`config.mk`:
```
export PLATFORM = sky130hd
export DESIGN_NAME = instr_fetch_unit_flat
export DESIGN_NICKNAME = d
export VERILOG_FILES = /design/src/rtl/instr_fetch_unit_if.sv /design/src/rtl/instr_fetch_unit.sv /design/src/flat_wrapper.sv
export SDC_FILE = /design/constraint.sdc
export NUM_CORES = 1
export LEC_CHECK = 0
export BUFFER_PORTS_ARGS = -buffer_cell sky130_fd_sc_hd__clkbuf_2
export CAP_MARGIN = 15
export CORE_ASPECT_RATIO = 1.2
export CORE_UTILIZATION = 28
export DETAILED_ROUTE_END_ITERATION = 8
export PLACE_DENSITY_LB_ADDON = 0.2
export SLEW_MARGIN = 20
export SYNTH_ARGS = -nofsm -noshare
export SYNTH_HDL_FRONTEND = slang
export SYNTH_SLANG_ARGS = --single-unit
```
`constraint.sdc`:
```
create_clock -name clk -period 1.8 [get_ports clk]
set_clock_uncertainty 0.05 [all_clocks]
set_input_delay 0.18 -clock clk [delete_from_list [all_inputs] [get_ports clk]]
set_output_delay 0.18 -clock clk [all_outputs]
set_load 0.03 [all_outputs]
```
`src/rtl/instr_fetch_unit_if.sv`:
```
// Fetch-stage bus: PC-unit request, byte-wide ROM port and decode-side instruction handshake.
// The fetch unit takes the slave modport; the PC unit, ROM and decode side together act as master.
interface instr_fetch_unit_if #(
   parameter int ROM_WIDTH     = 8,
   parameter int ROM_ADDR_BITS = 11,
   parameter int PC_WIDTH      = 12
);
   logic [PC_WIDTH-1:0]      pc;
   logic                     pc_valid;
   logic                     fetch_busy;
   logic [ROM_ADDR_BITS-1:0] rom_addr;
   logic [ROM_WIDTH-1:0]     rom_data;
   logic [31:0]              instr;
   logic [PC_WIDTH-1:0]      instr_pc;
   logic                     instr_valid;
   logic                     instr_ready;
   logic                     fetch_fault;

   modport slave (
      input  pc, pc_valid, rom_data, instr_ready,
      output fetch_busy, rom_addr, instr, instr_pc, instr_valid, fetch_fault
   );

   modport master (
      output pc, pc_valid, rom_data, instr_ready,
      input  fetch_busy, rom_addr, instr, instr_pc, instr_valid, fetch_fault
   );
endinterface

```
`src/rtl/instr_fetch_unit.sv`:
```
// Instruction fetch: reads four ROM bytes little-endian into one 32-bit instruction.
// Macro FETCH_ALIGN_CHECK_EN: misaligned or out-of-range PCs yield a NOP with fetch_fault set.
module instr_fetch_unit #(
   parameter int ROM_WIDTH     = 8,
   parameter int ROM_ADDR_BITS = 11,
   parameter int PC_WIDTH      = 12
) (
   input logic               clk,
   input logic               rst,
   instr_fetch_unit_if.slave bus
);
   localparam logic [31:0] NOP_INSTR = 32'h0000_0013;
   localparam logic [ROM_ADDR_BITS-1:0] ADDR_ONE = {{(ROM_ADDR_BITS-1){1'b0}}, 1'b1};

   typedef enum logic [1:0] {
      IDLE  = 2'd0,
      FETCH = 2'd1,
      DRAIN = 2'd2,
      HOLD  = 2'd3
   } state_e;

   state_e                   state_q, state_d;
   logic [ROM_ADDR_BITS-1:0] rom_addr_q, rom_addr_d;
   logic [2:0]               cnt_q, cnt_d;
   logic [31:0]              instr_q, instr_d;
   logic [PC_WIDTH-1:0]      instr_pc_q, instr_pc_d;
   logic                     valid_q, valid_d;
   logic                     fault_q, fault_d;
   logic                     busy_q, busy_d;
   logic [ROM_ADDR_BITS-1:0] base_s;
   logic [1:0]               lane_s;
   logic                     fault_s;

   assign base_s = {bus.pc[ROM_ADDR_BITS-1:2], 2'b00};
   // cnt_q counts cycles since accept; ROM data trails its address by one cycle, so lane = cnt-1
   assign lane_s = cnt_q[1:0] - 2'd1;

`ifdef FETCH_ALIGN_CHECK_EN
   assign fault_s = (bus.pc[1:0] != 2'b00) || (|bus.pc[PC_WIDTH-1:ROM_ADDR_BITS]);
`else
   assign fault_s = 1'b0;
`endif

   // Next-state and datapath update for the IDLE/FETCH/DRAIN/HOLD sequence
   always_comb begin
      state_d    = state_q;
      rom_addr_d = rom_addr_q;
      cnt_d      = cnt_q;
      instr_d    = instr_q;
      instr_pc_d = instr_pc_q;
      valid_d    = valid_q;
      fault_d    = fault_q;
      busy_d     = busy_q;
      case (state_q)
         IDLE: begin
            if (bus.pc_valid) begin
               instr_pc_d = bus.pc;
               busy_d     = 1'b1;
               cnt_d      = 3'd0;
               if (fault_s) begin
                  instr_d = NOP_INSTR;
                  fault_d = 1'b1;
                  state_d = HOLD;
               end else begin
                  rom_addr_d = base_s;
                  state_d    = FETCH;
               end
            end else begin
               state_d = IDLE;
            end
         end
         FETCH: begin
            rom_addr_d = rom_addr_q + ADDR_ONE;
            cnt_d      = cnt_q + 3'd1;
            if (cnt_q != 3'd0) begin
               instr_d[{lane_s, 3'b000} +: ROM_WIDTH] = bus.rom_data;
            end else begin
               instr_d = instr_q;
            end
            if (cnt_q == 3'd2) begin
               state_d = DRAIN;
            end else begin
               state_d = FETCH;
            end
         end
         DRAIN: begin
            cnt_d = cnt_q + 3'd1;
            instr_d[{lane_s, 3'b000} +: ROM_WIDTH] = bus.rom_data;
            if (cnt_q == 3'd4) begin
               valid_d = 1'b1;
               state_d = HOLD;
            end else begin
               state_d = DRAIN;
            end
         end
         HOLD: begin
            // The fault path enters HOLD with valid low and raises it one cycle later
            if (!valid_q) begin
               valid_d = 1'b1;
            end else if (bus.instr_ready) begin
               valid_d = 1'b0;
               fault_d = 1'b0;
               busy_d  = 1'b0;
               state_d = IDLE;
            end else begin
               state_d = HOLD;
            end
         end
         default: begin
            state_d = IDLE;
         end
      endcase
   end

   // State and output registers with synchronous reset
   always_ff @(posedge clk) begin
      if (rst) begin
         state_q    <= IDLE;
         rom_addr_q <= {ROM_ADDR_BITS{1'b0}};
         cnt_q      <= 3'd0;
         instr_q    <= NOP_INSTR;
         instr_pc_q <= {PC_WIDTH{1'b0}};
         valid_q    <= 1'b0;
         fault_q    <= 1'b0;
         busy_q     <= 1'b0;
      end else begin
         state_q    <= state_d;
         rom_addr_q <= rom_addr_d;
         cnt_q      <= cnt_d;
         instr_q    <= instr_d;
         instr_pc_q <= instr_pc_d;
         valid_q    <= valid_d;
         fault_q    <= fault_d;
         busy_q     <= busy_d;
      end
   end

   assign bus.rom_addr    = rom_addr_q;
   assign bus.instr       = instr_q;
   assign bus.instr_pc    = instr_pc_q;
   assign bus.instr_valid = valid_q;
   assign bus.fetch_fault = fault_q;
   assign bus.fetch_busy  = busy_q;
endmodule

```
`src/flat_wrapper.sv`:
```
// flat-port wrapper written by rule: the top's interface ports become plain ports
module instr_fetch_unit_flat 
#(
   parameter int ROM_WIDTH     = 8,
   parameter int ROM_ADDR_BITS = 11,
   parameter int PC_WIDTH      = 12
)
  (clk, rst, bus_pc, bus_pc_valid, bus_rom_data, bus_instr_ready, bus_fetch_busy, bus_rom_addr, bus_instr, bus_instr_pc, bus_instr_valid, bus_fetch_fault);
  instr_fetch_unit_if #(.ROM_WIDTH(ROM_WIDTH), .ROM_ADDR_BITS(ROM_ADDR_BITS), .PC_WIDTH(PC_WIDTH)) bus_i ();
  input logic clk;
  input logic rst;
  input wire logic [$bits(bus_i.pc)-1:0] bus_pc;
  input wire logic [$bits(bus_i.pc_valid)-1:0] bus_pc_valid;
  input wire logic [$bits(bus_i.rom_data)-1:0] bus_rom_data;
  input wire logic [$bits(bus_i.instr_ready)-1:0] bus_instr_ready;
  output wire logic [$bits(bus_i.fetch_busy)-1:0] bus_fetch_busy;
  output wire logic [$bits(bus_i.rom_addr)-1:0] bus_rom_addr;
  output wire logic [$bits(bus_i.instr)-1:0] bus_instr;
  output wire logic [$bits(bus_i.instr_pc)-1:0] bus_instr_pc;
  output wire logic [$bits(bus_i.instr_valid)-1:0] bus_instr_valid;
  output wire logic [$bits(bus_i.fetch_fault)-1:0] bus_fetch_fault;
  assign bus_i.pc = bus_pc;
  assign bus_i.pc_valid = bus_pc_valid;
  assign bus_i.rom_data = bus_rom_data;
  assign bus_i.instr_ready = bus_instr_ready;
  assign bus_fetch_busy = bus_i.fetch_busy;
  assign bus_rom_addr = bus_i.rom_addr;
  assign bus_instr = bus_i.instr;
  assign bus_instr_pc = bus_i.instr_pc;
  assign bus_instr_valid = bus_i.instr_valid;
  assign bus_fetch_fault = bus_i.fetch_fault;
  instr_fetch_unit #(.ROM_WIDTH(ROM_WIDTH), .ROM_ADDR_BITS(ROM_ADDR_BITS), .PC_WIDTH(PC_WIDTH)) u_core (.clk(clk), .rst(rst), .bus(bus_i));
endmodule
```
Word level (Yosys, flattened, before mapping)
Cells that the tools add are included.
{ "word_totals": {"regBits": 62, "word_cells": 58, "in_bits": 24, "out_inout_bits": 58} }
{ "classes": {"eq_ne": 10, "reduce_logical": 14, "n_mux": 21, "n_addsub": 4, "shift": 2} }
{ "op_table": {"columns": ["operator", "count"], "rows": [
  ["$pmux 32 s2", 1],
  ["$bwmux 32", 1],
  ["$mux 32", 1],
  ["$shift 8x7->32 const A", 1],
  ["$shiftx 8x7->32", 1],
  ["$pmux 11 s2", 1],
  ["$add 11x1->11 const B", 1],
  ["$mux 11", 1],
  ["$reduce_and 2->1", 5],
  ["$reduce_bool 2->1", 5],
  ["$mux 1", 8],
  ["$pmux 2 s4", 1],
  ["$neg 5->7", 1],
  ["$mux 2", 3],
  ["$ne 2x1->1 const B", 3],
  ["$pmux 3 s2", 1],
  ["$eq 2x2->1 const B", 2],
  ["$ne 2x2->1 const B", 2],
  ["$pmux 1 s2", 2],
  ["$reduce_and 4->1", 1],
  ["$add 3x1->3 const B", 1],
  ["$eq 3x2->1 const B", 1],
  ["$eq 3x3->1 const B", 1],
  ["$mux 3", 1],
  ["other kinds (5)", 5]
]} }

Depth between registers and ports, before layout
{ "depth": {"word_depth": 6, "depth_mapped": 8, "ltp_nobuf": 6} }

Least setup slack after synthesis
OpenSTA, ideal clock, no wires.
{ "synth_path": {"kind": "register -> register", "from": "register u_core.cnt_q[0]", "to": "register u_core.instr_q[26], in the netlist u_core.bus.instr[26]", "arrival_ns": 1.728, "t_required_ns": 1.679, "setup_slack_ns": -0.048, "stages_incl_launch_ff": 6, "path_cell_list": "dfxtp_1 > inv_1 > ha_1 > nor3_1 > nand3_1 > a21oi_1"} }
{ "synth_between": {"elab_chain_cells": 6} }
{ "synth_rtl": {"columns": ["element", "line", "source"], "rows": [
  ["from (decl)", "instr_fetch_unit.sv:24", "logic [2:0] cnt_q, cnt_d;"],
  ["from (signal assigned)", "instr_fetch_unit.sv:129", "cnt_q <= cnt_d;"],
  ["$sub 2x1->2", "instr_fetch_unit.sv:36", "assign lane_s = cnt_q[1:0] - 2'd1;"],
  ["$neg 5->7", "instr_fetch_unit.sv:76, instr_fetch_unit.sv:88", null],
  ["$shiftx 8x7->32 / $shift 8x7->32 (equally long branches)", "instr_fetch_unit.sv:76, instr_fetch_unit.sv:88", null],
  ["$bwmux 32", "instr_fetch_unit.sv:76, instr_fetch_unit.sv:88", null],
  ["$mux 32", "instr_fetch_unit.sv:75", "if (cnt_q != 3'd0) begin"],
  ["$pmux 32 s2", "instr_fetch_unit.sv:54", "case (state_q)"],
  ["to (signal assigned)", "instr_fetch_unit.sv:130", "instr_q <= instr_d;"],
  ["to (decl)", "instr_fetch_unit.sv:25", "logic [31:0] instr_q, instr_d;"]
]} }
Several ways; a longest one is shown, not always the timed one. The select of a mux whose other input is x is not followed.
A chain may end at the register's enable or synchronous reset.

Worst setup path in the final report
{ "layout_path": {"from": "register u_core.state_q[0]", "to": "register u_core.rom_addr_q[10], in the netlist u_core.bus.rom_addr[10]"} }
{ "layout_between": {"elab_chain_cells": 3} }
{ "layout_rtl": {"columns": ["element", "line", "source"], "rows": [
  ["from (decl)", "instr_fetch_unit.sv:22", "state_e state_q, state_d;"],
  ["from (signal assigned)", "instr_fetch_unit.sv:127", "state_q <= state_d;"],
  ["$eq 2x1->1 / $logic_not 2->1 (equally long branches)", "instr_fetch_unit.sv:54", null],
  ["$reduce_bool 2->1 (no line) / $ne 2x2->1 (equally long branches)", null, null],
  ["$reduce_and 2->1 (no line)", null, null],
  ["to (signal assigned)", "instr_fetch_unit.sv:119", "rom_addr_q <= {ROM_ADDR_BITS{1'b0}};"],
  ["to (signal assigned)", "instr_fetch_unit.sv:128", "rom_addr_q <= rom_addr_d;"],
  ["to (decl)", "instr_fetch_unit.sv:23", "logic [ROM_ADDR_BITS-1:0] rom_addr_q, rom_addr_d;"]
]} }
Several ways; a longest one is shown, not always the timed one.

==> reports/metrics.csv <==
stage;metric;value;unit
timing;Final min period;1.70;ns
critical_path;CP Buf/Inv Count;1;
critical_path;type of element launching the critical path;register;
global_route;pin count of the biggest net entering global routing;33;
critical_path;type of the worst setup path;reg -> reg;
detailed_routing;Detail Route Antenna Nets;0;
power_and_ir_drop;power per cell area;992;nW/um2
global_route;global-route usage over all layers;15.5;%
worst_hold_path;Hold Path Origin;bus_pc[0];
floorplanning;floorplan core area;10000;um2
worst_hold_path;worst min-delay path endpoint;u_core.bus.instr_pc[0]$_SDFFE_PP0P_;
clocking;clock tree from TritonCTS;yes;
layout;nets@finish;473;
floorplanning;area of the die;10700;um2
timing;final-report hold violation count;0;
timing;Setup WS post-layout;0.0995;ns
critical_path;Worst Reg2Reg Path Length in Cells;6;
timing;post-route clock period utilization;94.5;%
timing;max_slew headroom;65.5;%
detailed_routing;Wirelength per Cell;14.1;um
clocking;master cell of the clock root buffer;sky130_fd_sc_hd__clkbuf_16;
layout;filler cell count in the final layout;1061;
place;worst slack at placement;0.0307;ns
synthesis;post-synthesis area per instance;8.43;um2
timing;maximum frequency from static timing analysis;0.588;GHz
floorplanning;Die Y;113;um
global_route;first-pass GRT wire length;12800;um
detailed_routing;final wirelength;7990;um
synthesis;async set or reset register ratio after synthesis;0;%
synthesis;cell count after synthesis;342;
synthesis;Post-synth EDFFs;0;
critical_path;critical-path cell with the highest stage delay;sky130_fd_sc_hd__a2111oi_2;
place;detailed placer's ending HPWL;5930;um
place;number of buffer cells added on primary ports;80;
synthesis;Unique masters post-synth;52;
synthesis;total standard cell area after synthesis;2880;um2
floorplanning;number of standard-cell rows in the floorplan;40;
detailed_routing;routed vias/inst;4.89;
global_route;vias in the first global route;2600;
critical_path;max incr delay on CP;0.36;ns
critical_path;Worst path top cell family by delay;multiplexers;
timing;max-slew violation count;0;
timing;setup repair after global routing missed its margin;yes;
timing;worst slew pin tran;0.518;ns
layout;layout overhead on the synthesized area;35.0;%
place;routability-driven placement congestion ratio;0.768;
layout;number of antenna diodes;0;
power_and_ir_drop;IR Drop Worst-Case VDD;0.000553;V
critical_path;Critical R2R Launch;u_core.state_q[0]$_SDFFE_PP0P_;
worst_hold_path;worst hold path stage count;3;
synthesis;#FFs+latches synth;62;
run_status;status;finished, final reports clean;
critical_path;CP arrival;1.87;ns
synthesis;post-synthesis net count;378;
synthesis;warning count from the yosys run;0;
floorplanning;io pins;82;
clocking;clock latency reported for the late side of the worst-skew pair;0.32;ns
clocking;TritonCTS sink count;62;
global_route;global route overflow;0;
detailed_routing;DR DRC count;0;
critical_path;Worst R2R Setup Slack;0.1;ns
floorplanning;die extent in x;94.6;um
synthesis;Main synth FF type;sky130_fd_sc_hd__dfxtp_1;
worst_hold_path;min-delay worst type;in -> reg;
detailed_routing;via count;2779;
clocking;clock slew at the register clock pins of the worst setup and hold paths;0.06;ns
run;number of max-cap violations;0;
timing;setup_tns;0;ns
power_and_ir_drop;static leakage;0.00160;uW
global_route;number of antenna violations at the first check in global routing;0;
timing;count of final setup violators;0;
clocking;CTS H-Tree Depth;3;
synthesis;part of the Yosys area used for sequential elements;43.1;%
clocking;clock buffers created by TritonCTS;9;
critical_path;Crit path required time;1.97;ns
floorplanning;Initial Util;28.8;%
detailed_routing;DR iter-0 viols;96;
critical_path;Worst R2R End;u_core.bus.rom_addr[10]$_SDFFE_PP0P_;
critical_path;Setup crit end kind;register;
clocking;Max Root-Sink Buffers;2;
critical_path;cells along the critical path;inv_1 > ha_2 > mux2_4 > nand2_1 > mux2i_1 > a2111oi_2;
layout;share of layout cells above drive strength 1;33.5;%
critical_path;highest net fanout along the worst path;6;
detailed_routing;number of iterations in the first detailed-routing pass;4;
==> state kept, by name, indices dropped and copies added, names as in the netlist <==
signal	flops
u_core.bus.instr_valid	1
u_core.bus.rom_addr	11
u_core.cnt_q	3
u_core.bus.fetch_busy	1
u_core.state_q	2
u_core.bus.instr_pc	12
u_core.bus.instr	32
==> cell usage in the layout, fill, tap and decap left out, types with 2 or more instances in the layout <==
master / n
sky130_fd_sc_hd__buf_12: 2
sky130_fd_sc_hd__nor2b_1: 6
sky130_fd_sc_hd__nor4_1: 2
sky130_fd_sc_hd__clkbuf_16: 9
sky130_fd_sc_hd__o31a_1: 2
sky130_fd_sc_hd__nor3_1: 6
sky130_fd_sc_hd__ha_1: 8
sky130_fd_sc_hd__nand2b_1: 5
sky130_fd_sc_hd__clkbuf_2: 80
sky130_fd_sc_hd__mux2i_1: 2
sky130_fd_sc_hd__nor2_1: 17
sky130_fd_sc_hd__o32ai_1: 2
sky130_fd_sc_hd__inv_1: 7
sky130_fd_sc_hd__nand3_2: 2
sky130_fd_sc_hd__a311oi_1: 2
sky130_fd_sc_hd__dfxtp_2: 4
sky130_fd_sc_hd__dfxtp_1: 58
sky130_fd_sc_hd__a221o_1: 3
sky130_fd_sc_hd__a21oi_1: 54
sky130_fd_sc_hd__nand3_1: 33
sky130_fd_sc_hd__a22oi_1: 2
sky130_fd_sc_hd__ha_2: 3
sky130_fd_sc_hd__nand2_1: 63
sky130_fd_sc_hd__o21ai_0: 3
sky130_fd_sc_hd__buf_4: 21
sky130_fd_sc_hd__bufinv_16: 2
sky130_fd_sc_hd__a2111oi_2: 2
sky130_fd_sc_hd__a22o_1: 5
sky130_fd_sc_hd__and3_2: 2
sky130_fd_sc_hd__clkinvlp_4: 2
==> stage by stage <==
stage	std cells	instance area (um2)	hold WS, ns	power [uW]	util [%]
3_5_place_dp	551	3510	0.367	2010	35.0
2_1_floorplan	342	2890	0.263	1820	-
6_report	568	3890	0.0267	3860	38.9
4_1_cts	567	3830	0.0181	3890	38.3
3_3_place_gp	551	3510	0.353	2000	35.0
5_1_grt	568	3890	0.0297	4020	38.9
==> routing by layer <==
metal,part of all wire (%),global-route usage (%),up-vias
li1,-,-,1396
met1,45,18.6,1291
met2,48,25.7,80
met3,5.2,3.76,12
met4,1.9,7.27,0
met5,0,0,-
==> cell usage after synthesis (3+ instances only) <==
| master | instances | share of area, % |
|---|---|---|
| sky130_fd_sc_hd__a21oi_1 | 54 | 9.4 |
| sky130_fd_sc_hd__a221o_1 | 3 | 1.0 |
| sky130_fd_sc_hd__a22o_1 | 5 | 1.5 |
| sky130_fd_sc_hd__buf_2 | 5 | 0.87 |
| sky130_fd_sc_hd__clkbuf_1 | 7 | 0.91 |
| sky130_fd_sc_hd__clkbuf_8 | 3 | 1.4 |
| sky130_fd_sc_hd__dfxtp_1 | 62 | 43 |
| sky130_fd_sc_hd__ha_1 | 12 | 5.2 |
| sky130_fd_sc_hd__inv_1 | 7 | 0.91 |
| sky130_fd_sc_hd__nand2_1 | 63 | 8.2 |
| sky130_fd_sc_hd__nand2b_1 | 5 | 1.1 |
| sky130_fd_sc_hd__nand3_1 | 35 | 6.1 |
| sky130_fd_sc_hd__nor2_1 | 17 | 2.2 |
| sky130_fd_sc_hd__nor2b_1 | 6 | 1.3 |
| sky130_fd_sc_hd__nor3_1 | 7 | 1.2 |
| sky130_fd_sc_hd__o21ai_0 | 4 | 0.69 |
==> worst reg2reg max path, delay by kind of cell (launching register included) <==
family	cells	cell delay [ns]
mux	2	0.43
fa+ha+maj	1	0.23
flops	1	0.34
buf+inv	1	0.12
compound gates	1	0.36
simple gates	1	0.07
==> final cells by class <==
| type | instances | area, um2 | share of cell area [%] |
|---|---|---|---|
| Inverter | 7 | 26.3 | 0.675 |
| Timing Repair Buffer | 103 | 598 | 15.4 |
| Sequential cell | 62 | 1250 | 32.0 |
| Clock inverter | 7 | 97.6 | 2.51 |
| Clock buffer | 9 | 225 | 5.79 |
| Multi-Input combinational cell | 254 | 1540 | 39.6 |
| Tap cell | 126 | 158 | 4.05 |
==> worst max-delay path by stage <==
stage | from | end | slack, ns | depth (start not counted)
after floorplan | u_core.bus.rom_addr[0]$_SDFFE_PP0P_ | u_core.bus.rom_addr[7]$_SDFFE_PP0P_ | 0.0006 | 4
after global placement | u_core.state_q[0]$_SDFFE_PP0P_ | u_core.cnt_q[1]$_SDFFE_PP0P_ | 0.09 | 7
after detailed placement | u_core.state_q[1]$_SDFFE_PP0P_ | u_core.bus.instr[14]$_SDFFE_PP0P_ | 0.03 | 6
after CTS | u_core.state_q[1]$_SDFFE_PP0P_ | u_core.bus.instr[18]$_SDFFE_PP0P_ | 0.01 | 6
after global routing | u_core.state_q[0]$_SDFFE_PP0P_ | u_core.bus.rom_addr[9]$_SDFFE_PP0P_ | -0.001 | 7
final | u_core.state_q[0]$_SDFFE_PP0P_ | u_core.bus.rom_addr[10]$_SDFFE_PP0P_ | 0.1 | 6
==> power by group <==
part | internal (uW) | total (uW) | switching [uW]
clock | 1220 | 1860 | 649
combinational | 198 | 531 | 333
sequential | 1420 | 1460 | 41.1
==> what timing repair did <==
item,4_1_cts,5_1_grt
setup buffers,0,1
hold buffers,0,0
endpoints found under the setup margin,0,40
gates resized for setup,0,17
endpoints found under the hold margin,0,0
==> cell families after synthesis <==
group                    count (synthesis)  synth area share [%]
AND/OR/NAND/NOR                        153                  26.0
multiplexers                             5                  2.08
other                                    1                 0.130
buffers and inverters                   26                  5.43
adder cells (fa/ha/maj)                 12                  5.21
AO/OA/AOI/OAI                           83                  18.1
flip-flops                              62                  43.1
Power figures use the tool's default switching activity.
